===== config.mk =====
export PLATFORM = sky130hd
export DESIGN_NAME = write_data_select
export DESIGN_NICKNAME = d
export VERILOG_FILES = /design/src/rtl/write_data_select.sv
export SDC_FILE = /design/constraint.sdc
export NUM_CORES = 1
export LEC_CHECK = 0
export ABC_AREA = 0
export BUFFER_PORTS_ARGS = -buffer_cell sky130_fd_sc_hd__buf_4
export CELL_PAD_IN_SITES_DETAIL_PLACEMENT = 1
export CELL_PAD_IN_SITES_GLOBAL_PLACEMENT = 2
export CORE_ASPECT_RATIO = 1.5
export CORE_MARGIN = 1
export CORE_UTILIZATION = 17
export CTS_CLUSTER_SIZE = 16
export DETAILED_ROUTE_END_ITERATION = 16
export GPL_TIMING_DRIVEN = 0
export PLACE_DENSITY = 0.75
export SYNTH_ARGS = -nofsm -noshare
export SYNTH_HDL_FRONTEND = slang
export SYNTH_SLANG_ARGS = --single-unit

===== constraint.sdc =====
create_clock -name clk -period 2.1 [get_ports clk]
set_input_delay 0.63 -clock clk [delete_from_list [all_inputs] [get_ports clk]]
set_output_delay 0.63 -clock clk [all_outputs]
set_load 0.02 [all_outputs]

===== src/rtl/write_data_select.sv =====
// write_data_select: picks one of NUM_SRC source words, applies the requested
// extension/shift and presents it through a single-entry valid/ready output
// register toward the register file.
// Build option: define WDSEL_SIGN_EXT_EN to make the byte/half modes
// sign-extend; without it they zero-extend.
module write_data_select #(
    parameter int DATA_W  = 32,
    parameter int NUM_SRC = 10,
    parameter int SEL_W   = 4
) (
    input  logic                      clk,
    input  logic                      reset_n,
    input  logic [NUM_SRC*DATA_W-1:0] src_data,
    input  logic [SEL_W-1:0]          sel,
    input  logic [1:0]                ext_mode,
    input  logic                      in_valid,
    output logic                      in_ready,
    output logic [DATA_W-1:0]         out_data,
    output logic                      out_valid,
    input  logic                      out_ready,
    output logic                      sel_err
);

    // Source table padded to every sel code so any index is in range;
    // padding entries read as zero and are flagged illegal.
    localparam int DEPTH = 1 << SEL_W;

    logic [DATA_W-1:0] src_words [DEPTH];
    logic [DEPTH-1:0]  sel_legal;

    genvar gi;
    generate
        for (gi = 0; gi < DEPTH; gi++) begin : g_src
            if (gi < NUM_SRC) begin : g_real
                assign src_words[gi] = src_data[gi*DATA_W +: DATA_W];
                assign sel_legal[gi] = 1'b1;
            end else begin : g_pad
                assign src_words[gi] = '0;
                assign sel_legal[gi] = 1'b0;
            end
        end
    endgenerate

    logic [DATA_W-1:0] word_sel;
    logic              sel_ok;
    logic              byte_sign;
    logic              half_sign;
    logic [DATA_W-1:0] data_next;
    logic              accept;
    logic              consume;

    logic [DATA_W-1:0] out_data_reg;
    logic              out_valid_reg;
    logic              sel_err_reg;

    assign word_sel = src_words[sel];
    assign sel_ok   = sel_legal[sel];

`ifdef WDSEL_SIGN_EXT_EN
    assign byte_sign = word_sel[7];
    assign half_sign = word_sel[15];
`else
    assign byte_sign = 1'b0;
    assign half_sign = 1'b0;
`endif

    // Single-entry stage: room exists when empty or when the held word leaves now.
    assign in_ready = !out_valid_reg || out_ready;
    assign accept   = in_valid && in_ready;
    assign consume  = out_valid_reg && out_ready;

    // Format the selected word; an illegal index always yields zero.
    always_comb begin
        data_next = '0;
        if (sel_ok) begin
            case (ext_mode)
                2'b00:   data_next = word_sel;
                2'b01:   data_next = {{(DATA_W-8){byte_sign}}, word_sel[7:0]};
                2'b10:   data_next = {{(DATA_W-16){half_sign}}, word_sel[15:0]};
                default: data_next = {word_sel[DATA_W-17:0], 16'h0000};
            endcase
        end
    end

    // Output register: load on accept, drain on consume, sticky illegal-sel flag.
    always_ff @(posedge clk) begin
        if (!reset_n) begin
            out_data_reg  <= '0;
            out_valid_reg <= 1'b0;
            sel_err_reg   <= 1'b0;
        end else begin
            if (accept) begin
                out_data_reg  <= data_next;
                out_valid_reg <= 1'b1;
                if (!sel_ok) begin
                    sel_err_reg <= 1'b1;
                end
            end else if (consume) begin
                out_valid_reg <= 1'b0;
            end
        end
    end

    assign out_data  = out_data_reg;
    assign out_valid = out_valid_reg;
    assign sel_err   = sel_err_reg;

endmodule

==> results of run 1 <==
[cells by family after synthesis]
family                 count (synthesis)  share of synthesized area
flip-flops                            34                      0.173
AO/OA/AOI/OAI                        107                      0.217
multiplexers                         143                      0.474
AND/OR/NAND/NOR                       68                     0.0810
buffers and inverters                 44                     0.0559
[layout by cell type (no fill, tap or decap), types with 6 or more instances in the layout]
cell        n
buf_4     371
mux2i_1    94
mux4_2     34
dfxtp_1    34
a22oi_1    26
nand2_1    23
a22o_1     16
nor2_1     14
buf_6      13
o22ai_1    10
o221ai_1    9
clkbuf_1    7
mux2_2      7
o21ai_0     7
nand3_1     6
a221o_1     6
[routing by layer]
| layer | vias to the layer above | track usage |
|---|---|---|
| li1 | 2353 | - |
| met1 | 2417 | 0.233 |
| met2 | 209 | 0.400 |
| met4 | 0 | 0.0403 |
| met3 | 18 | 0.0292 |
| met5 | - | 0 |
[metrics by stage]
stage | setup WS, ns | utilization | setup TNS [ns]
after floorplan | -0.0119 | - | -0.0275
after global placement | -0.685 | 0.311 | -18.70
after detailed placement | -0.707 | 0.311 | -19.09
after CTS | -0.00626 | 0.326 | -0.00626
after global routing | -0.0153 | 0.329 | -0.0202
final | 0.0264 | 0.329 | 0
[what timing repair did]
action,4_1_cts,5_1_grt
gates cloned,0,0
gates resized for setup,51,16
endpoints found under the setup margin,32,13
pin swaps,0,1
hold buffers,0,0
[final timing paths]
path                startpoint            to  slack (ns)
hold reg to reg   out_data[18]  out_data[18]        0.47
setup reg to reg     out_valid  out_data[22]        0.28
hold / removal    out_data[18]  out_data[18]        0.47
setup / recovery        sel[1]  out_data[17]        0.03
[worst max-delay path: cells and delay by family]
| family | cells | cell delay [ns] |
|---|---|---|
| AO/OA/AOI/OAI | 2 | 0.45 |
| multiplexers | 2 | 0.60 |
| buffers and inverters | 3 | 0.53 |
[area by class of cell]
class                           count  area [sq um]
Fill cell                        2631         15100
Multi-Input combinational cell    318          3170
Timing Repair Buffer              362          2720
Sequential cell                    34           681
Tap cell                          276           345
Buffer                             41           333
Clock buffer                        5           125
Clock inverter                      3          40.0
Inverter                            3          11.3
[power by group]
part,internal (uW),leakage [uW],switching (uW),total (uW)
Clock,555,0.0000836,283,838
Sequential,668,0.000276,13.0,681
Combinational,760,0.00318,559,1320
==> impl_metrics.py, run 1 <==
metrics = {
    "cts": {
        "clk_pin_slew_worst_paths_ns": 0.05,
        "numCtsBuffers": 5,
        "cts_buffer_depth": 2,
        "cts.htree.levels": 2,
        "clock_latency_ns": 0.28,
        "cts-root-buf": "clkbuf_16",
        "post_cts_buffers": 0,
        "cts_sinks": 34,
        "tritoncts": "done",
    },
    "power": {
        "power_density_nw_per_um2": 382,
        "ir_drop_mv": 0.424,
        "power.total_uw": 2840,
        "p_leak_uw": 0.00354,
    },
    "routing": {
        "firstDrtPassIters": 4,
        "drc_errors": 0,
        "num_vias": 4997,
        "wl_per_cell_um": 23.9,
        "drt_wl_total_um": 24900,
        "drtIter0Drc": 235,
        "top_layer": "met4",
        "viasPerCell": 4.80,
        "route.met3.wl_um": 1080,
        "antenna_left": 0,
        "met1_length_um": 9650,
        "dr_wl_met2_um": 13800,
    },
    "cells_and_area": {
        "insertedDiodeCount": 0,
        "final_cells": 1042,
        "area_growth_pct": 88.4,
        "largest_register_ffs": 32,
        "nets": 1095,
        "drive_gt1_frac": 0.608,
        "final_cell_area_sq_um": 7420,
    },
    "timing": {
        "period_minus_slack_ns": 2.07,
        "hold_ws_ns": 0.473,
        "slew-limit-headroom": 0.534,
        "slew_violations": 0,
        "final_hold_viol_count": 0,
        "tightest_slew_ns": 0.699,
        "fin_skew_ns": 0.00449,
        "final.period_utilization": 0.987,
        "fmax_ghz": 0.482,
        "rsz0062_at_grt": "yes",
        "setup_viol": 0,
    },
    "status": {
        "status": "completed",
    },
    "synthesis": {
        "synth_commonest_cells": "mux2i_1 (102), dfxtp_1 (34), mux4_2 (34)",
        "netlist-cell-type-count": 44,
        "yosysMostFrequentCell": "mux2i_1",
        "synth-main-ff-cell": "dfxtp_1",
        "syn_area_sq_um": 3940,
        "syn_area_per_cell_sq_um": 9.95,
        "yosysTopAreaCell": "mux2i_1",
        "yosys-top-cells-area": "mux2i_1 (26%), mux4_2 (19%), dfxtp_1 (17%)",
        "synth_edf_count": 0,
        "yosysSeqAreaShare": 0.173,
        "syn_inst": 396,
        "yosysTopAreaCellShare": 0.259,
        "ys_seq_elements": 34,
        "syn-num-nets": 726,
        "postSynth.asyncResetShare": 0,
        "ys_warn_count": 0,
    },
    "worst_setup_path": {
        "cp_common_cell": "buf_6",
        "arrival_ns": 2.24,
        "required_ns": 2.27,
        "critPathKind": "in -> reg",
        "rr_worst_depth": 8,
        "cp_max_fo": 10,
        "max_stage_delay_ns": 0.34,
        "crit_chain": "buf_4 -> buf_6 -> buf_6 -> mux4_2 -> mux2i_1 -> o22ai_1 -> a211o_1",
        "critPathSlowestCell": "mux4_2",
        "critPathCaptureType": "flop",
        "start_kind": "input pin",
    },
    "grt": {
        "grt_util_all_layers": 0.206,
        "grt_pass1_wl_um": 35500,
        "overflow": 0,
        "antenna_found_initial": 0,
        "grt_pass1_vias": 5564,
        "grt_max_degree": 12,
    },
    "place": {
        "dp_hpwl_um": 21500,
        "port_buffers": 362,
        "dp_cells": 1034,
        "gp_congestion": 0.816,
        "place_area_sq_um": 7010,
    },
    "hold_path": {
        "min_path_type": "reg -> reg",
        "whs_path_depth": 1,
    },
    "floorplanning": {
        "row_count": 67,
        "start_util": 0.175,
        "die_area_sq_um": 23800,
        "die_w_um": 126,
        "pin_count": 365,
        "die_h_um": 188,
        "core_sq_um": 22600,
    },
    "job": {
        "maxCapViolCount": 0,
    },
}
Note: power is estimated with default switching activity, not from simulation.
==> inputs of run 2 (changes only) <==
--- a/config.mk
+++ b/config.mk
@@ -11,11 +11,11 @@
 export CELL_PAD_IN_SITES_GLOBAL_PLACEMENT = 2
 export CORE_ASPECT_RATIO = 1.5
 export CORE_MARGIN = 1
-export CORE_UTILIZATION = 17
+export CORE_UTILIZATION = 19
 export CTS_CLUSTER_SIZE = 16
 export DETAILED_ROUTE_END_ITERATION = 16
 export GPL_TIMING_DRIVEN = 0
-export PLACE_DENSITY = 0.75
+export PLACE_DENSITY = 0.79
 export SYNTH_ARGS = -nofsm -noshare
 export SYNTH_HDL_FRONTEND = slang
 export SYNTH_SLANG_ARGS = --single-unit
==> constraint.sdc (replaced) <==
create_clock -name clk -period 2.2 [get_ports clk]
set_input_delay 0.66 -clock clk [delete_from_list [all_inputs] [get_ports clk]]
set_output_delay 0.66 -clock clk [all_outputs]
set_load 0.02 [all_outputs]
==> run 2 against run 1 <==
Global-route usage grew 1.6 points. Sequential power shrank 4.7%. Utilization grew 3.2 points. Final area shrank 1.2%. Critical path depth grew 2. Setup slack gained 0.017 ns. Non-clock buffer count is the same. Critical path type unchanged.
==> impl_metrics.py, run 2 (synthesized netlist as in run 1, its figures left out) <==
metrics = {
    "timing": {
        "fmax_ghz": 0.464,
        "setup_viol": 0,
        "slew-limit-headroom": 0.555,
        "finalWorstSetupSlack_ns": 0.0429,
        "final.period_utilization": 0.981,
        "hold_ws_ns": 0.471,
        "slew_violations": 0,
        "tightest_slew_ns": 0.667,
        "final_hold_viol_count": 0,
        "rsz0062_at_grt": "yes",
        "fin_skew_ns": 0.00558,
        "period_minus_slack_ns": 2.16,
        "fin_setup_tns_ns": 0,
    },
    "worst_setup_path": {
        "max_stage_delay_ns": 0.26,
        "crit_chain": "buf_4 -> buf_6 -> buf_8 -> buf_8 -> mux2i_2 -> a22oi_1 -> nand2_1 -> o21ai_1 -> a22o_1",
        "critPathKind": "in -> reg",
        "r2r-end": "out_data[22]",
        "rr_worst_depth": 8,
        "cp_common_cell": "buf_8",
        "required_ns": 2.38,
        "r2r-start": "out_valid",
        "rrSetupSlack_ns": 0.30,
        "critPathSlowestCell": "mux2i_2",
        "critPathCaptureType": "flop",
        "cp_max_fo": 10,
        "arrival_ns": 2.34,
        "start_kind": "input pin",
    },
    "power": {
        "p_leak_uw": 0.00350,
        "ir_drop_mv": 0.251,
        "p_int_uw": 1890,
        "p_seq_frac": 0.237,
        "power_density_nw_per_um2": 373,
        "p_comb_frac": 0.454,
        "p_sw_frac": 0.310,
        "switchingPower_uw": 846,
        "pwr-share-clk": 0.309,
    },
    "place": {
        "dp_hpwl_um": 20900,
        "gp_congestion": 0.838,
        "port_buffers": 362,
        "dp_cells": 1022,
        "dpl_worst_slack_ns": -0.815,
    },
    "cts": {
        "tritoncts": "done",
        "clock_latency_ns": 0.29,
        "clk_pin_slew_worst_paths_ns": 0.06,
        "hold_buffers": 0,
        "cts.htree.levels": 2,
        "post_cts_buffers": 0,
        "cts_sinks": 34,
        "cts-root-buf": "clkbuf_16",
        "numCtsBuffers": 5,
        "cts_buffer_depth": 2,
    },
    "routing": {
        "met1_length_um": 8410,
        "num_vias": 5029,
        "viasPerCell": 4.88,
        "drt_wl_total_um": 24300,
        "drc_errors": 0,
        "antenna_left": 0,
        "firstDrtPassIters": 4,
        "wl_per_cell_um": 23.5,
        "dr_wl_met2_um": 13700,
        "drtIter0Drc": 153,
        "route.met3.wl_um": 1560,
        "top_layer": "met4",
    },
    "floorplanning": {
        "die_w_um": 120,
        "die_area_sq_um": 21300,
        "start_util": 0.194,
        "core_sq_um": 20300,
        "die_h_um": 178,
        "row_count": 64,
        "pin_count": 365,
    },
    "hold_path": {
        "hold_end": "out_data[20]",
        "whs_path_depth": 2,
        "min_path_type": "reg -> reg",
        "min-delay-start": "out_data[20]",
    },
    "grt": {
        "grt_max_degree": 13,
        "grt_util_all_layers": 0.221,
        "grt_pass1_wl_um": 34000,
        "antenna_found_initial": 1,
        "overflow": 0,
        "grt_pass1_vias": 5590,
    },
    "cells_and_area": {
        "layout_commonest_cell": "buf_4",
        "nets": 1095,
        "layout_common_cells": "buf_4 (370), mux2i_1 (92), mux4_2 (34), dfxtp_1 (34), a22oi_1 (27)",
        "final_cells": 1031,
        "largest_register_ffs": 32,
        "area_growth_pct": 86.2,
        "drive_gt1_frac": 0.601,
    },
    "status": {
        "status": "completed",
    },
    "job": {
        "maxCapViolCount": 0,
    },
}
-- run 2: changes by cell type in the layout (fill, tap and decap cells not counted), sizes merged --
cell	before	now
buf	391	387
clkbuf	17	21
clkinv	2	0
clkinvlp	0	2
diode	0	1
-- run 2: area by class of cell --
| cell class | count | area (sq um) |
|---|---|---|
| timing repair buffer | 362 | 2720 |
| inverter | 3 | 11.3 |
| tap | 264 | 330 |
| fill | 2435 | 13000 |
| sequential | 34 | 681 |
| antenna | 1 | 2.50 |
| multi-input combinational | 318 | 3130 |
| clock buffer | 5 | 125 |
| clock inverter | 3 | 45.0 |
| buffer | 41 | 293 |
-- run 2: through the flow --
stage / total power [uW] / instance area [sq um] / utilization
after floorplan: 1180 / 3940 / -
after detailed placement: 1870 / 6990 / 0.344
after global routing: 2860 / 7340 / 0.361
after global placement: 1860 / 6990 / 0.344
final: 2730 / 7340 / 0.361
after CTS: 2740 / 7260 / 0.357
-- run 2: layer usage --
metal | vias to the layer above | global-route usage
met5 | - | 0
met3 | 23 | 0.0435
li1 | 2355 | -
met4 | 0 | 0.0677
met2 | 242 | 0.453
met1 | 2409 | 0.218
-- run 2: worst max-delay path, delay by kind of cell --
family          cells  cell delay [ns]
compound gates      3             0.49
buf+inv             4             0.71
mux                 1             0.26
simple gates        1             0.20
-- run 2: power by group through the flow --
stage | logic, uW | clock network (uW) | registers (uW)
3_3_place_gp | 1200 | 0 | 662
6_report | 1240 | 844 | 649
3_5_place_dp | 1210 | 0 | 662
4_1_cts | 1240 | 855 | 649
2_1_floorplan | 491 | 0 | 686
5_1_grt | 1330 | 879 | 651
-- run 2: timing repair --
action                                  4_1_cts  5_1_grt
endpoints found under the setup margin       32       26
gates resized for setup                      31       23
pin swaps                                     0        2
-- run 2: worst max-delay path by stage --
stage / from / endpoint / depth (start not counted)
6_report: sel[1] / out_data[7] / 9
3_5_place_dp: sel[1] / out_data[5] / 7
3_3_place_gp: sel[1] / out_data[5] / 7
2_1_floorplan: sel[2] / out_data[21] / 8
4_1_cts: sel[3] / out_data[5] / 6
5_1_grt: sel[1] / out_data[15] / 9
==> inputs of run 3 (changes only) <==
--- a/config.mk
+++ b/config.mk
@@ -11,7 +11,8 @@
 export CELL_PAD_IN_SITES_GLOBAL_PLACEMENT = 2
 export CORE_ASPECT_RATIO = 1.5
 export CORE_MARGIN = 1
-export CORE_UTILIZATION = 19
+export CORE_UTILIZATION = 18
+export CTS_BUF_LIST = sky130_fd_sc_hd__clkbuf_8
 export CTS_CLUSTER_SIZE = 16
 export DETAILED_ROUTE_END_ITERATION = 16
 export GPL_TIMING_DRIVEN = 0
==> constraint.sdc (replaced) <==
create_clock -name clk -period 1.9 [get_ports clk]
set_input_delay 0.57 -clock clk [delete_from_list [all_inputs] [get_ports clk]]
set_output_delay 0.57 -clock clk [all_outputs]
set_load 0.02 [all_outputs]
==> run 3 against run 2 <==
Sequential cell count unchanged. Final area rose by 2.6%. Register-to-register slack lost 0.09 ns. Die area rose by 5.5%. Clock power is 21% lower. Highest routed layer unchanged.
==> impl_metrics.py, run 3 (synthesized netlist as in run 1, its figures left out) <==
metrics = {
    "timing": {
        "slew_violations": 0,
        "tightest_slew_ns": 0.624,
        "final.period_utilization": 0.980,
        "rsz0062_at_grt": "no",
        "fin_skew_ns": 0.0100,
        "final_hold_viol_count": 0,
        "setup_viol": 0,
        "fmax_ghz": 0.537,
        "slew-limit-headroom": 0.584,
        "period_minus_slack_ns": 1.86,
        "hold_ws_ns": 0.470,
    },
    "floorplanning": {
        "core_sq_um": 21200,
        "start_util": 0.186,
        "die_h_um": 183,
        "pin_count": 365,
        "die_w_um": 123,
        "die_area_sq_um": 22500,
        "row_count": 65,
    },
    "worst_setup_path": {
        "critPathKind": "in -> reg",
        "r2r-end": "out_data[18]",
        "critPathCaptureType": "flop",
        "start_kind": "input pin",
        "arrival_ns": 2.05,
        "rr_worst_depth": 7,
        "required_ns": 2.08,
        "r2r-start": "out_valid",
        "rrSetupSlack_ns": 0.21,
        "cp_max_fo": 11,
    },
    "cts": {
        "cts_buffer_depth": 2,
        "clk_pin_slew_worst_paths_ns": 0.07,
        "hold_buffers": 0,
        "cts.htree.levels": 2,
        "tritoncts": "done",
        "cts_sinks": 34,
        "cts-root-buf": "clkbuf_8",
        "clock_latency_ns": 0.30,
        "numCtsBuffers": 5,
    },
    "grt": {
        "grt_max_degree": 11,
        "grt_util_all_layers": 0.209,
        "grt_pass1_vias": 5447,
        "antenna_found_initial": 0,
        "grt_pass1_wl_um": 33800,
        "overflow": 0,
    },
    "place": {
        "port_buffers": 362,
        "dp_cells": 1026,
        "gp_congestion": 0.799,
        "place_area_sq_um": 7050,
        "dp_hpwl_um": 21100,
    },
    "power": {
        "ir_drop_mv": 0.360,
        "p_leak_uw": 0.00357,
        "p_seq_frac": 0.257,
        "p_int_uw": 1990,
        "switchingPower_uw": 928,
        "power.total_uw": 2920,
        "power_density_nw_per_um2": 388,
        "p_comb_frac": 0.514,
        "pwr-share-clk": 0.229,
        "p_sw_frac": 0.318,
    },
    "cells_and_area": {
        "fillCellCount": 2470,
        "final_cells": 1038,
        "layout_common_cells": "buf_4 (370), mux2i_1 (89), mux4_2 (34), dfxtp_1 (34), a22oi_1 (27)",
        "final_cell_area_sq_um": 7520,
        "area_growth_pct": 91.0,
        "insertedDiodeCount": 0,
        "layout_commonest_cell": "buf_4",
        "drive_gt1_frac": 0.618,
        "multi_input_area_sq_um": 3210,
        "nets": 1099,
        "regArea_sq_um": 681,
        "largest_register_ffs": 32,
    },
    "routing": {
        "drtIter0Drc": 188,
        "antenna_left": 0,
        "wl_per_cell_um": 23.4,
        "drt_wl_total_um": 24300,
        "drc_errors": 0,
        "firstDrtPassIters": 4,
        "viasPerCell": 4.81,
        "num_vias": 4995,
    },
    "hold_path": {
        "min-delay-start": "out_data[22]",
        "min_path_type": "reg -> reg",
        "whs_path_depth": 1,
        "hold_end": "out_data[22]",
    },
    "job": {
        "maxCapViolCount": 0,
    },
    "status": {
        "status": "completed",
    },
}
## run 3: cell count changes in the layout (fill, tap and decap cells not counted), moves of 4 or more
cell	before	now
buf_12	0	7
clkbuf_8	0	5
clkbuf_4	5	0
o221ai_2	1	5
clkbuf_16	5	1
o221ai_1	9	5
## run 3: power groups by stage
stage               Combinational (uW)  Sequential (uW)  Clock [uW]
global route                      1600              754         718
detailed placement                1410              768           0
CTS                               1500              752         678
finish                            1500              752         668
floorplan                          580              794           0
global placement                  1390              768           0
## run 3: critical path: stages
cell and delay, ns:
buf_6 0.13, buf_12 0.13, buf_12 0.16, buf_12 0.15, mux4_2 0.33, mux2i_2 0.22
nor2_1 0.07, a211o_1 0.27
## run 3: timing repair
item,in CTS,in global routing
gates cloned,0,1
endpoints found under the setup margin,32,28
pin swaps,6,3
hold endpoints to repair,0,0
gates resized for setup,65,17
setup buffers,4,0
## run 3: through the flow
step	setup TNS [ns]	worst slack [ns]	utilization
5_1_grt	0	0.00353	0.354
3_3_place_gp	-19.98	-0.955	0.332
3_5_place_dp	-20.64	-0.968	0.332
6_report	0	0.0371	0.354
2_1_floorplan	-1.52	-0.138	-
4_1_cts	0	0.00350	0.351
## run 3: how the worst max path moves through the flow
stage / from / endpoint / slack [ns] / depth (start not counted)
2_1_floorplan: sel[2] / out_data[25] / -0.14 / 7
3_3_place_gp: sel[1] / out_data[4] / -0.95 / 7
3_5_place_dp: sel[1] / out_data[4] / -0.97 / 7
4_1_cts: sel[2] / out_data[8] / 0.003 / 6
5_1_grt: sel[1] / out_data[22] / 0.004 / 8
6_report: sel[1] / out_data[16] / 0.04 / 8
## run 3: per-layer routing
metal,share of wire,wire [um],track usage
met1,0.37,9080,0.228
met2,0.56,13600,0.406
met3,0.050,1220,0.0339
met4,0.017,408,0.0478
met5,0,0,0
## run 3: area by class of cell
type	instances	share of cell area
timing repair buffer	367	0.369
multi-input combinational	318	0.427
buffer	40	0.0534
sequential	34	0.0905
clock buffer	5	0.00915
clock inverter	3	0.00499
inverter	3	0.00150
tap	268	0.0446
